### src/rtl/fetch_buffer_if.sv
// Fetch/decode boundary bundle for the fetch buffer.
// master = the side that drives fetch data and decode control (fetch unit + decode),
// slave  = the buffer itself.
interface fetch_buffer_if;
  // fetch side
  logic        fetch_vld;
  logic [31:0] fetch_pc;
  logic [31:0] fetch_inst;
  logic [1:0]  fetch_except;
  logic [31:0] fetch_target;
  logic        fetch_ready;
  logic [4:0]  buf_count;
  // decode side
  logic        instruction_vld;
  logic [31:0] instruction;
  logic [31:0] PC_stage2;
  logic [1:0]  except_stage2;
  logic [31:0] instruction_target_stage2;
  logic        hold_stage3;
  logic        flush_stage3;

  modport master (
    output fetch_vld, fetch_pc, fetch_inst, fetch_except, fetch_target,
    output hold_stage3, flush_stage3,
    input  fetch_ready, buf_count,
    input  instruction_vld, instruction, PC_stage2, except_stage2,
    input  instruction_target_stage2
  );

  modport slave (
    input  fetch_vld, fetch_pc, fetch_inst, fetch_except, fetch_target,
    input  hold_stage3, flush_stage3,
    output fetch_ready, buf_count,
    output instruction_vld, instruction, PC_stage2, except_stage2,
    output instruction_target_stage2
  );
endinterface

### src/rtl/fetch_buffer.sv
// Instruction fetch buffer: circular FIFO of {pc, inst, except, target} between
// fetch and decode. An enqueued fetch exception locks the buffer against further
// enqueues until decode flushes the pipeline. Head outputs are combinational from
// the stored head entry, so a new instruction is visible one cycle after enqueue.
module fetch_buffer #(
  parameter int DEPTH = 8
) (
  input  logic          i_clk,
  input  logic          i_rst,
  fetch_buffer_if.slave bus
);

  localparam int PW = (DEPTH > 1) ? $clog2(DEPTH) : 1;
  localparam int CW = PW + 1;

  typedef enum logic [0:0] {
    ST_RUN    = 1'b0,
    ST_LOCKED = 1'b1
  } state_t;

  state_t        r_state;
  state_t        w_state_nxt;
  logic [PW-1:0] r_rptr;
  logic [PW-1:0] r_wptr;
  logic [CW-1:0] r_count;

  // payload storage is intentionally left unreset
  logic [31:0]   r_pc_mem     [DEPTH];
  logic [31:0]   r_inst_mem   [DEPTH];
  logic [1:0]    r_exc_mem    [DEPTH];
  logic [31:0]   r_tgt_mem    [DEPTH];

  logic          w_ready;
  logic          w_vld;
  logic          w_enq;
  logic          w_deq;

  // Flush wins over both enqueue and dequeue; dequeue needs a valid head.
  assign w_vld = (r_count != {CW{1'b0}});
  assign w_enq = bus.fetch_vld && w_ready && !bus.flush_stage3;
  assign w_deq = w_vld && !bus.hold_stage3 && !bus.flush_stage3;

  // Lock state register.
  always_ff @(posedge i_clk or posedge i_rst) begin
    if (i_rst) begin
      r_state <= ST_RUN;
    end else begin
      r_state <= w_state_nxt;
    end
  end

  // Lock next state: any excepting enqueue locks, only a flush unlocks.
  always_comb begin
    w_state_nxt = r_state;
    case (r_state)
      ST_RUN: begin
        if (bus.flush_stage3) begin
          w_state_nxt = ST_RUN;
        end else if (w_enq && (bus.fetch_except != 2'b00)) begin
          w_state_nxt = ST_LOCKED;
        end else begin
          w_state_nxt = ST_RUN;
        end
      end
      ST_LOCKED: begin
        if (bus.flush_stage3) begin
          w_state_nxt = ST_RUN;
        end else begin
          w_state_nxt = ST_LOCKED;
        end
      end
      default: begin
        w_state_nxt = ST_RUN;
      end
    endcase
  end

  // Lock output: ready only when running, not full and not flushing.
  always_comb begin
    w_ready = 1'b0;
    if ((r_state == ST_RUN) && (r_count < CW'(DEPTH)) && !bus.flush_stage3) begin
      w_ready = 1'b1;
    end else begin
      w_ready = 1'b0;
    end
  end

  // Pointer and occupancy bookkeeping; flush returns everything to empty.
  always_ff @(posedge i_clk or posedge i_rst) begin
    if (i_rst) begin
      r_rptr  <= {PW{1'b0}};
      r_wptr  <= {PW{1'b0}};
      r_count <= {CW{1'b0}};
    end else if (bus.flush_stage3) begin
      r_rptr  <= {PW{1'b0}};
      r_wptr  <= {PW{1'b0}};
      r_count <= {CW{1'b0}};
    end else begin
      if (w_enq) begin
        r_wptr <= r_wptr + PW'(1);
      end
      if (w_deq) begin
        r_rptr <= r_rptr + PW'(1);
      end
      case ({w_enq, w_deq})
        2'b10:   r_count <= r_count + CW'(1);
        2'b01:   r_count <= r_count - CW'(1);
        default: r_count <= r_count;
      endcase
    end
  end

  // Payload write at the write pointer on every accepted enqueue.
  always_ff @(posedge i_clk) begin
    if (w_enq) begin
      r_pc_mem[r_wptr]   <= bus.fetch_pc;
      r_inst_mem[r_wptr] <= bus.fetch_inst;
      r_exc_mem[r_wptr]  <= bus.fetch_except;
      r_tgt_mem[r_wptr]  <= bus.fetch_target;
    end
  end

  assign bus.fetch_ready               = w_ready;
  assign bus.buf_count                 = 5'(r_count);
  assign bus.instruction_vld           = w_vld;
  assign bus.instruction               = r_inst_mem[r_rptr];
  assign bus.PC_stage2                 = r_pc_mem[r_rptr];
  assign bus.except_stage2             = r_exc_mem[r_rptr];
  assign bus.instruction_target_stage2 = r_tgt_mem[r_rptr];

endmodule

### src/flat_wrapper.sv
// flat-port wrapper written by rule: the top's interface ports become plain ports
module fetch_buffer_flat 
#(
  parameter int DEPTH = 8
)
  (i_clk, i_rst, bus_fetch_vld, bus_fetch_pc, bus_fetch_inst, bus_fetch_except, bus_fetch_target, bus_hold_stage3, bus_flush_stage3, bus_fetch_ready, bus_buf_count, bus_instruction_vld, bus_instruction, bus_PC_stage2, bus_except_stage2, bus_instruction_target_stage2);
  fetch_buffer_if bus_i ();
  input  logic i_clk;
  input  logic i_rst;
  input wire logic [$bits(bus_i.fetch_vld)-1:0] bus_fetch_vld;
  input wire logic [$bits(bus_i.fetch_pc)-1:0] bus_fetch_pc;
  input wire logic [$bits(bus_i.fetch_inst)-1:0] bus_fetch_inst;
  input wire logic [$bits(bus_i.fetch_except)-1:0] bus_fetch_except;
  input wire logic [$bits(bus_i.fetch_target)-1:0] bus_fetch_target;
  input wire logic [$bits(bus_i.hold_stage3)-1:0] bus_hold_stage3;
  input wire logic [$bits(bus_i.flush_stage3)-1:0] bus_flush_stage3;
  output wire logic [$bits(bus_i.fetch_ready)-1:0] bus_fetch_ready;
  output wire logic [$bits(bus_i.buf_count)-1:0] bus_buf_count;
  output wire logic [$bits(bus_i.instruction_vld)-1:0] bus_instruction_vld;
  output wire logic [$bits(bus_i.instruction)-1:0] bus_instruction;
  output wire logic [$bits(bus_i.PC_stage2)-1:0] bus_PC_stage2;
  output wire logic [$bits(bus_i.except_stage2)-1:0] bus_except_stage2;
  output wire logic [$bits(bus_i.instruction_target_stage2)-1:0] bus_instruction_target_stage2;
  assign bus_i.fetch_vld = bus_fetch_vld;
  assign bus_i.fetch_pc = bus_fetch_pc;
  assign bus_i.fetch_inst = bus_fetch_inst;
  assign bus_i.fetch_except = bus_fetch_except;
  assign bus_i.fetch_target = bus_fetch_target;
  assign bus_i.hold_stage3 = bus_hold_stage3;
  assign bus_i.flush_stage3 = bus_flush_stage3;
  assign bus_fetch_ready = bus_i.fetch_ready;
  assign bus_buf_count = bus_i.buf_count;
  assign bus_instruction_vld = bus_i.instruction_vld;
  assign bus_instruction = bus_i.instruction;
  assign bus_PC_stage2 = bus_i.PC_stage2;
  assign bus_except_stage2 = bus_i.except_stage2;
  assign bus_instruction_target_stage2 = bus_i.instruction_target_stage2;
  fetch_buffer #(.DEPTH(DEPTH)) u_core (.i_clk(i_clk), .i_rst(i_rst), .bus(bus_i));
endmodule
### config.mk
export PLATFORM = sky130hd
export DESIGN_NAME = fetch_buffer_flat
export DESIGN_NICKNAME = d
export VERILOG_FILES = /design/src/rtl/fetch_buffer_if.sv /design/src/rtl/fetch_buffer.sv /design/src/flat_wrapper.sv
export SDC_FILE = /design/constraint.sdc
export NUM_CORES = 1
export LEC_CHECK = 0
export CORE_UTILIZATION = 48
export DETAILED_ROUTE_END_ITERATION = 12
export PLACE_DENSITY = 0.67
export SLEW_MARGIN = 25
export SYNTH_ARGS = -nofsm -noshare
export SYNTH_HDL_FRONTEND = slang
export SYNTH_SLANG_ARGS = --single-unit
### constraint.sdc
create_clock -name i_clk -period 22.3 [get_ports i_clk]
set_clock_uncertainty 0.1 [all_clocks]
set_input_delay 2.23 -clock i_clk [delete_from_list [all_inputs] [get_ports i_clk]]
set_output_delay 2.23 -clock i_clk [all_outputs]
set_load 0.05 [all_outputs]
==> flow_summary.ini, run 1 <==
[logic_synthesis]
synth-seq-cells = 795
synthTopCellsByArea = edfxtp_1, mux4_2, mux2_2, dfrtp_1, buf_6
syn_nets = 1321
yosys_warnings = 0
synth_top_area_share_pct = 78.1
synth.largest_area_cell = edfxtp_1
synth_cell_type_count = 31
synth_area_per_cell_sq_um = 24.8
synth-seq-area-share_pct = 79.0
synth_area_sq_um = 30100
synthCells = 1213

[drt]
via_count = 13200
wirelength_um = 58500
vias_per_cell = 5.57
antenna_left = 0
drc_errors = 0
wl_per_cell_um = 24.7
drtIter0Drc = 899
drt_pass1_iterations = 7

[final_layout]
multiInputGateArea_sq_um = 6000
syn2layout_area_growth_pct = 18.8
fillers = 4461
drive_gt1_share_pct = 29.3
final_cell_mix = edfxtp_1, clkdlybuf4s50_1, mux4_2
nNetsFinal = 1577
regArea_sq_um = 23800
final_common_cell = edfxtp_1
utilization_pct = 57.9

[timing]
tns_ns = 0
setup_violations = 0
drv_slew = 0
min_period_ns = 7.25
max-slew-margin-rel_pct = 36.5
tightest_slew_ns = 0.953
rsz0062_at_grt = no
fmax_mhz = 138
postLayoutSetupSlackWorst_ns = 15.05
period_share_pct = 32.5
hold_viol_final = 0

[critical_path]
path_class = flip-flop to output pin
path_cells = buf_12 -> buf_16 -> buf_6 -> mux4_2 -> mux2_2 -> clkdlybuf4s50_1
cp_top_family = buffers and inverters
r2r_start = u_core.r_count[3]
critPathMaxFanout = 79
critPathSlowestCell = dfrtp_4
end_kind = output pin
required_ns = 19.97
r2r_cells = 5
worst_ep_arrival_time_ns = 4.92
r2r_slack_ns = 18.10
crit_buf_inv = 4
reg2reg_to = u_core.r_inst_mem[1][16]
slowest_delay_ns = 0.91
crit_path_start_kind = flip-flop

[clock_network]
cts_setup_buffers = 0
cts_buffer_depth = 3
clkSinkCount = 795
h-tree-depth = 3
clock_latency_ns = 0.60
path_clk_slew_ns = 0.06
cts_buffers = 81
root_buffer = clkbuf_16
cts_resized = 0
cts-hold-fix-buffers = 0
tritoncts = yes

[min_path]
min_path_type = flip-flop to flip-flop
holdPathStages = 2
worstHoldStart = u_core.r_wptr[0]
holdPathEnd = u_core.r_wptr[0]

[floorplanning]
io-pin-count = 208
core_area_sq_um = 61800
dieHeight_um = 253
dieArea_sq_um = 63800
rows = 91
start_util_pct = 48.7
die_w_um = 253

[global_route]
grt.total_usage_pct = 18.9
grt_pass1_vias = 14300
grt_max_degree = 80
antenna_found_initial = 7
grt_pass1_wl_um = 88200
grt_overflow = 0

[power]
p_leak_nw = 11.0
peakVddDrop_mv = 0.0719
total_power_mw = 3.98
powerDensity_nw_per_um2 = 111

[placed_design]
place_ws_ns = 15.27
globalplace.congestion = 0.701
dp_hpwl_um = 31100
portBuffers = 206

[status]
outcome = complete, no violations

[run]
drv_cap = 0
## power by group
group / total (mW) / switching [mW] / internal [mW]
clock: 1.31 / 0.531 / 0.782
combinational: 0.925 / 0.523 / 0.402
sequential: 1.74 / 0.0361 / 1.70
total: 3.98 / 1.09 / 2.89
## Yosys cell counts
| master | number |
|---|---|
| a21o_1 | 1 |
| a21oi_1 | 3 |
| a311o_1 | 1 |
| buf_1 | 5 |
| buf_2 | 16 |
| buf_4 | 1 |
| buf_6 | 15 |
| clkbuf_1 | 21 |
| conb_1 | 1 |
| dfrtp_1 | 11 |
| edfxtp_1 | 784 |
| fa_1 | 1 |
| ha_1 | 4 |
| inv_1 | 3 |
| mux2_2 | 100 |
| mux2i_1 | 1 |
| mux4_2 | 196 |
| nand2_1 | 7 |
| nand2b_1 | 7 |
| nor2_1 | 14 |
| nor2b_1 | 2 |
| nor2b_4 | 1 |
| nor3_1 | 4 |
| nor3b_1 | 2 |
| nor4_1 | 1 |
| nor4_2 | 1 |
| nor4b_4 | 1 |
| o21ai_0 | 4 |
| o21ai_2 | 1 |
| xnor2_1 | 3 |
| xor2_1 | 1 |
## through the flow
stage / hold WS, ns / instance area [sq um] / cells
global placement: 0.414 / 33100 / 2221
detailed placement: 0.423 / 33200 / 2222
finish: 0.430 / 35800 / 2365
global route: 0.474 / 35800 / 2365
floorplan: 0.385 / 30100 / 1213
CTS: 0.437 / 35700 / 2363
## state kept, by name (all words and copies together) (netlist names)
signal             count
u_core.r_count         4
u_core.r_exc_mem      16
u_core.r_inst_mem    256
u_core.r_pc_mem      256
u_core.r_rptr          3
u_core.r_state         1
u_core.r_tgt_mem     256
u_core.r_wptr          3
## cell type report
| class | count | area share [%] |
|---|---|---|
| diodes | 1 | 0.00699 |
| clock buffers | 104 | 6.08 |
| clock inverters | 37 | 1.14 |
| inverters | 3 | 0.0315 |
| multi-input cells | 357 | 16.8 |
| flip-flops and latches | 795 | 66.6 |
| well taps | 837 | 2.93 |
| repair buffers | 231 | 6.44 |
## cell families (layout without fill, tap and decap cells)
family          count (synthesis)  in the layout  share of synthesized area (%)
compound gates                 10             10                          0.203
xor+xnor                        4              4                          0.116
fa+ha+maj                       5              5                          0.233
buf+inv                        61            375                           1.21
flops                         795            795                           79.0
mux                           297            297                           18.4
other cells                     1              2                         0.0124
simple gates                   40             40                          0.752
## worst max-delay path by stage
| stage | startpoint | end | slack (ns) | cells after the start |
|---|---|---|---|---|
| 2_1_floorplan | bus_flush_stage3 | u_core.r_exc_mem[0][0] | 11.84 | 4 |
| 3_3_place_gp | u_core.r_rptr[0] | bus_instruction_target_stage2[8] | 15.35 | 5 |
| 3_5_place_dp | u_core.r_rptr[0] | bus_instruction_target_stage2[8] | 15.27 | 6 |
| 4_1_cts | u_core.r_rptr[0] | bus_instruction_target_stage2[8] | 14.60 | 6 |
| 5_1_grt | u_core.r_rptr[0] | bus_instruction_target_stage2[8] | 14.64 | 6 |
| 6_report | u_core.r_rptr[0] | bus_instruction_target_stage2[8] | 15.05 | 6 |
## worst register-to-register path: stages (launching register included)
cell and delay, ns:
dfrtp_1 0.46, nor4b_4 0.56, nand2_1 0.36, nor3_2 0.74, buf_4 0.80, buf_4 0.77
## layer usage
layer	share of wire [%]	GRT usage, %	vias to the layer above
li1	-	-	5704
met1	41	24.5	7074
met2	51	31.9	293
met3	5.3	4.50	103
met4	2.1	5.11	10
met5	0.12	0	-
Note: power is estimated with default switching activity, not from simulation.
==> run 2: changes to the inputs <==
==> constraint.sdc (replaced) <==
create_clock -name i_clk -period 6.8 [get_ports i_clk]
set_clock_uncertainty 0.1 [all_clocks]
set_input_delay 0.68 -clock i_clk [delete_from_list [all_inputs] [get_ports i_clk]]
set_output_delay 0.68 -clock i_clk [all_outputs]
set_load 0.05 [all_outputs]
==> flow_summary.ini, run 2 (synthesis results as in run 1) <==
[status]
outcome = complete, no violations

[global_route]
grt.total_usage_pct = 18.9
grt_pass1_wl_um = 88000
grt_max_degree = 99
grt_pass1_vias = 14100
antenna_found_initial = 10
grt_overflow = 0

[floorplanning]
core_area_sq_um = 61800
dieHeight_um = 253
rows = 91
dieArea_sq_um = 63800
start_util_pct = 48.7
io-pin-count = 208
die_w_um = 253

[power]
power_frac_comb_pct = 23.9
pwr-share-seq_pct = 44.7
p_leak_nw = 10.9
p_switching_mw = 3.62
swShare_pct = 28.3
p_int_mw = 9.16
clock_power_share_pct = 31.4
peakVddDrop_mv = 0.324
powerDensity_nw_per_um2 = 358

[drt]
drt_pass1_iterations = 4
via_count = 13100
drtIter0Drc = 862
drc_errors = 0
antenna_left = 0
vias_per_cell = 5.54
wirelength_um = 58000
wl_per_cell_um = 24.5

[clock_network]
cts_buffer_depth = 3
cts_buffers = 80
path_clk_slew_ns = 0.06
clkSinkCount = 795
cts-hold-fix-buffers = 0
tritoncts = yes
root_buffer = clkbuf_16
h-tree-depth = 3
cts_setup_buffers = 0
clock_latency_ns = 0.61
cts_resized = 0

[placed_design]
globalplace.congestion = 0.705
post-place-cells = 2223
portBuffers = 206
dp_hpwl_um = 32100

[run]
drv_cap = 0

[timing]
tightest_slew_ns = 0.955
min_period_ns = 4.64
fmax_mhz = 216
whs_ns = 0.275
rsz0062_at_grt = no
max-slew-margin-rel_pct = 36.2
tns_ns = 0
drv_slew = 0
period_share_pct = 68.2
setup_violations = 0
hold_viol_final = 0

[final_layout]
reg.largest.list = u_core.r_inst_mem (256), u_core.r_pc_mem (256), u_core.r_tgt_mem (256)
syn2layout_area_growth_pct = 18.3
finalNonFillerCells = 2367
nNetsFinal = 1576
drive_gt1_share_pct = 28.9
final_common_cell = edfxtp_1
final_cell_mix = edfxtp_1, clkdlybuf4s50_1, mux4_2

[critical_path]
crit_path_start_kind = flip-flop
end_kind = output pin
critPathMaxFanout = 51
path_class = flip-flop to output pin
worst_ep_arrival_time_ns = 3.86
required_ns = 6.02

[min_path]
min_path_type = input port to async pin
-- run 2: cell count changes in the layout (fill, tap and decap cells not counted), moves of 4 or more --
cell / before / now
buf_12: 1 / 7
clkinv_1: 10 / 22
bufinv_16: 8 / 1
clkinv_2: 11 / 15
clkbuf_1: 20 / 15
buf_4: 21 / 17
-- run 2: routing by layer --
layer	share of wire, %	up-vias	track usage [%]	wire length [um]
met4	2.0	18	4.92	1150
met3	5.4	107	4.54	3130
met5	0.19	-	0	112
met2	52	317	31.9	30000
met1	41	6971	24.6	23600
li1	-	5699	-	-
-- run 2: final cells by class --
class	count	area, sq um
diodes	1	2.50
clock buffers	97	2110
clock inverters	46	285
fillers	4425	26200
inverters	3	11.3
multi-input cells	357	6010
flip-flops and latches	795	23800
well taps	837	1050
repair buffers	231	2360
-- run 2: worst paths after layout --
path / end / depth (start not counted) / slack, ns / start
worst max-delay path: bus_PC_stage2[14] / 4 / 2.16 / u_core.r_rptr[1]
worst min-delay path: u_core.r_count[2] / 2 / 0.27 / i_rst
worst max register to register: u_core.r_inst_mem[2][7] / 4 / 3.50 / u_core.r_count[3]
worst min register to register: u_core.r_wptr[0] / 2 / 0.46 / u_core.r_wptr[0]
max in group asynchronous: u_core.r_rptr[2] / 2 / 5.97 / i_rst
min in group i_clk: u_core.r_wptr[0] / 2 / 0.46 / u_core.r_wptr[0]
-- run 2: stage by stage --
step	cell area, sq um	worst slack, ns	power [mW]	util (%)
6_report	35700	2.16	12.8	57.7
2_1_floorplan	30100	0.520	8.04	-
3_3_place_gp	33200	2.47	8.91	53.8
5_1_grt	35700	1.94	13.3	57.7
3_5_place_dp	33300	2.42	8.94	53.8
4_1_cts	35700	2.04	12.9	57.7
-- run 2: power groups by stage --
stage | Sequential, mW | Combinational [mW] | Clock [mW]
5_1_grt | 5.74 | 3.23 | 4.30
3_5_place_dp | 5.82 | 3.11 | 0
2_1_floorplan | 5.78 | 2.27 | 0
3_3_place_gp | 5.81 | 3.10 | 0
6_report | 5.72 | 3.06 | 4.01
4_1_cts | 5.72 | 3.12 | 4.10
-- run 2: critical path: stages (launching register included) --
cell and delay, ns:
dfrtp_4 0.95, buf_4 0.73, mux4_2 0.41, mux2_2 0.32, clkdlybuf4s50_1 0.72
==> run 3: changes to the inputs <==
==> constraint.sdc (replaced) <==
create_clock -name i_clk -period 4.7 [get_ports i_clk]
set_clock_uncertainty 0.1 [all_clocks]
set_input_delay 0.47 -clock i_clk [delete_from_list [all_inputs] [get_ports i_clk]]
set_output_delay 0.47 -clock i_clk [all_outputs]
set_load 0.05 [all_outputs]
==> flow_summary.ini, run 3 (synthesis results as in run 1) <==
[drt]
vias_per_cell = 5.57
drt_pass1_iterations = 5
wl_per_cell_um = 24.7
wirelength_um = 58600
via_count = 13200
drc_errors = 0
antenna_left = 0
drtIter0Drc = 684

[critical_path]
end_kind = output pin
crit_path_start_kind = flip-flop
reg2reg_to = u_core.r_inst_mem[5][12]
slowest_delay_ns = 0.71
r2r_start = u_core.r_count[3]
r2r_cells = 4
critPathSlowestCell = clkdlybuf4s50_1
worst_ep_arrival_time_ns = 3.39
required_ns = 4.13
r2r_slack_ns = 1.98
path_class = flip-flop to output pin
path_cells = buf_12 -> mux4_2 -> mux2_2 -> clkdlybuf4s50_1
critPathMaxFanout = 52

[global_route]
grt_pass1_wl_um = 88200
grt_overflow = 0
antenna_found_initial = 6
grt_pass1_vias = 14300
grt.total_usage_pct = 18.8
grt_max_degree = 99

[placed_design]
dp_hpwl_um = 30000
globalplace.congestion = 0.714
portBuffers = 206
place_ws_ns = 1.11

[clock_network]
cts_setup_buffers = 0
cts_resized = 0
cts-hold-fix-buffers = 0
path_clk_slew_ns = 0.06
clock_latency_ns = 0.61
cts_buffer_depth = 3
h-tree-depth = 3
root_buffer = clkbuf_16
tritoncts = yes
clkSinkCount = 795
cts_buffers = 80

[power]
power_frac_comb_pct = 23.9
pwr-share-seq_pct = 43.8
p_switching_mw = 5.24
p_leak_nw = 11.0
clock_power_share_pct = 32.3
p_int_mw = 13.5
peakVddDrop_mv = 0.302
powerDensity_nw_per_um2 = 522
swShare_pct = 27.9

[final_layout]
utilization_pct = 58.1
reg.largest.list = u_core.r_inst_mem (256), u_core.r_pc_mem (256), u_core.r_tgt_mem (256)
syn2layout_area_growth_pct = 19.2
final_common_cell = edfxtp_1
nNetsFinal = 1581
drive_gt1_share_pct = 29.0
n_antenna_cell = 0
final_cell_mix = edfxtp_1, clkdlybuf4s50_1, mux4_2

[status]
outcome = complete, no violations

[run]
drv_cap = 0

[timing]
rsz0062_at_grt = no
postLayoutSetupSlackWorst_ns = 0.737
period_share_pct = 84.3
min_period_ns = 3.96
fmax_mhz = 252
setup_violations = 0
tightest_slew_ns = 0.776
drv_slew = 0
hold_viol_final = 0
max-slew-margin-rel_pct = 48.3

[floorplanning]
start_util_pct = 48.7
rows = 91
die_w_um = 253
io-pin-count = 208
dieHeight_um = 253
dieArea_sq_um = 63800
core_area_sq_um = 61800

[min_path]
min_path_type = input port to async pin
[run 3: cell count changes in the layout (fill, tap and decap cells not counted), moves of 4 or more]
cell       before  now
clkbuf_1       15   24
buf_4          17   11
clkinv_2       15    9
buf_12          7   19
bufinv_16       1    5
clkinv_1       22   18
[run 3: cell type report]
class                   instances  area [sq um]
fillers                      4487         25900
flip-flops and latches        795         23800
multi-input cells             357          6010
repair buffers                236          2520
clock buffers                 106          2130
well taps                     837          1050
clock inverters                41           368
inverters                       3          11.3
[run 3: worst max-delay path by stage]
stage / from / end / slack (ns) / depth (start not counted)
final: u_core.r_rptr[0] / bus_instruction_target_stage2[12] / 0.74 / 4
after global routing: u_core.r_rptr[0] / bus_PC_stage2[31] / 0.58 / 4
after CTS: u_core.r_rptr[0] / bus_PC_stage2[31] / 0.65 / 4
after detailed placement: bus_flush_stage3 / u_core.r_pc_mem[5][26] / 1.11 / 5
after global placement: bus_flush_stage3 / u_core.r_tgt_mem[1][5] / 1.15 / 5
after floorplan: u_core.r_count[3] / u_core.r_exc_mem[6][0] / -1.42 / 3
[run 3: layer usage]
layer | global-route usage [%] | routed length (um) | up-vias
li1 | - | - | 5729
met1 | 24.7 | 24600 | 7067
met2 | 31.8 | 29900 | 322
met3 | 3.79 | 2950 | 90
met4 | 5.73 | 1080 | 12
met5 | 0 | 81 | -
[run 3: worst max-delay path, delay by kind of cell (launching register included)]
family / cells / cell delay (ns)
buffers and inverters: 2 / 1.11
muxes: 2 / 0.89
DFF: 1 / 0.69
[run 3: power groups by stage]
stage	Combinational (mW)	Sequential, mW	Clock, mW
4_1_cts	4.57	8.21	6.20
3_5_place_dp	4.55	8.36	0
3_3_place_gp	4.53	8.35	0
6_report	4.48	8.21	6.06
2_1_floorplan	3.28	8.36	0
5_1_grt	4.74	8.23	6.45
[run 3: per-stage QoR]
stage	power (mW)	hold slack [ns]	area (sq um)	cells	setup TNS (ns)
after floorplan	11.6	0.222	30100	1213	-1027.42
after global placement	12.9	0.429	33400	2228	0
after detailed placement	12.9	0.413	33400	2228	0
after CTS	19.0	0.0456	35900	2375	0
after global routing	19.4	0.117	35900	2375	0
final	18.7	0.0691	35900	2375	0
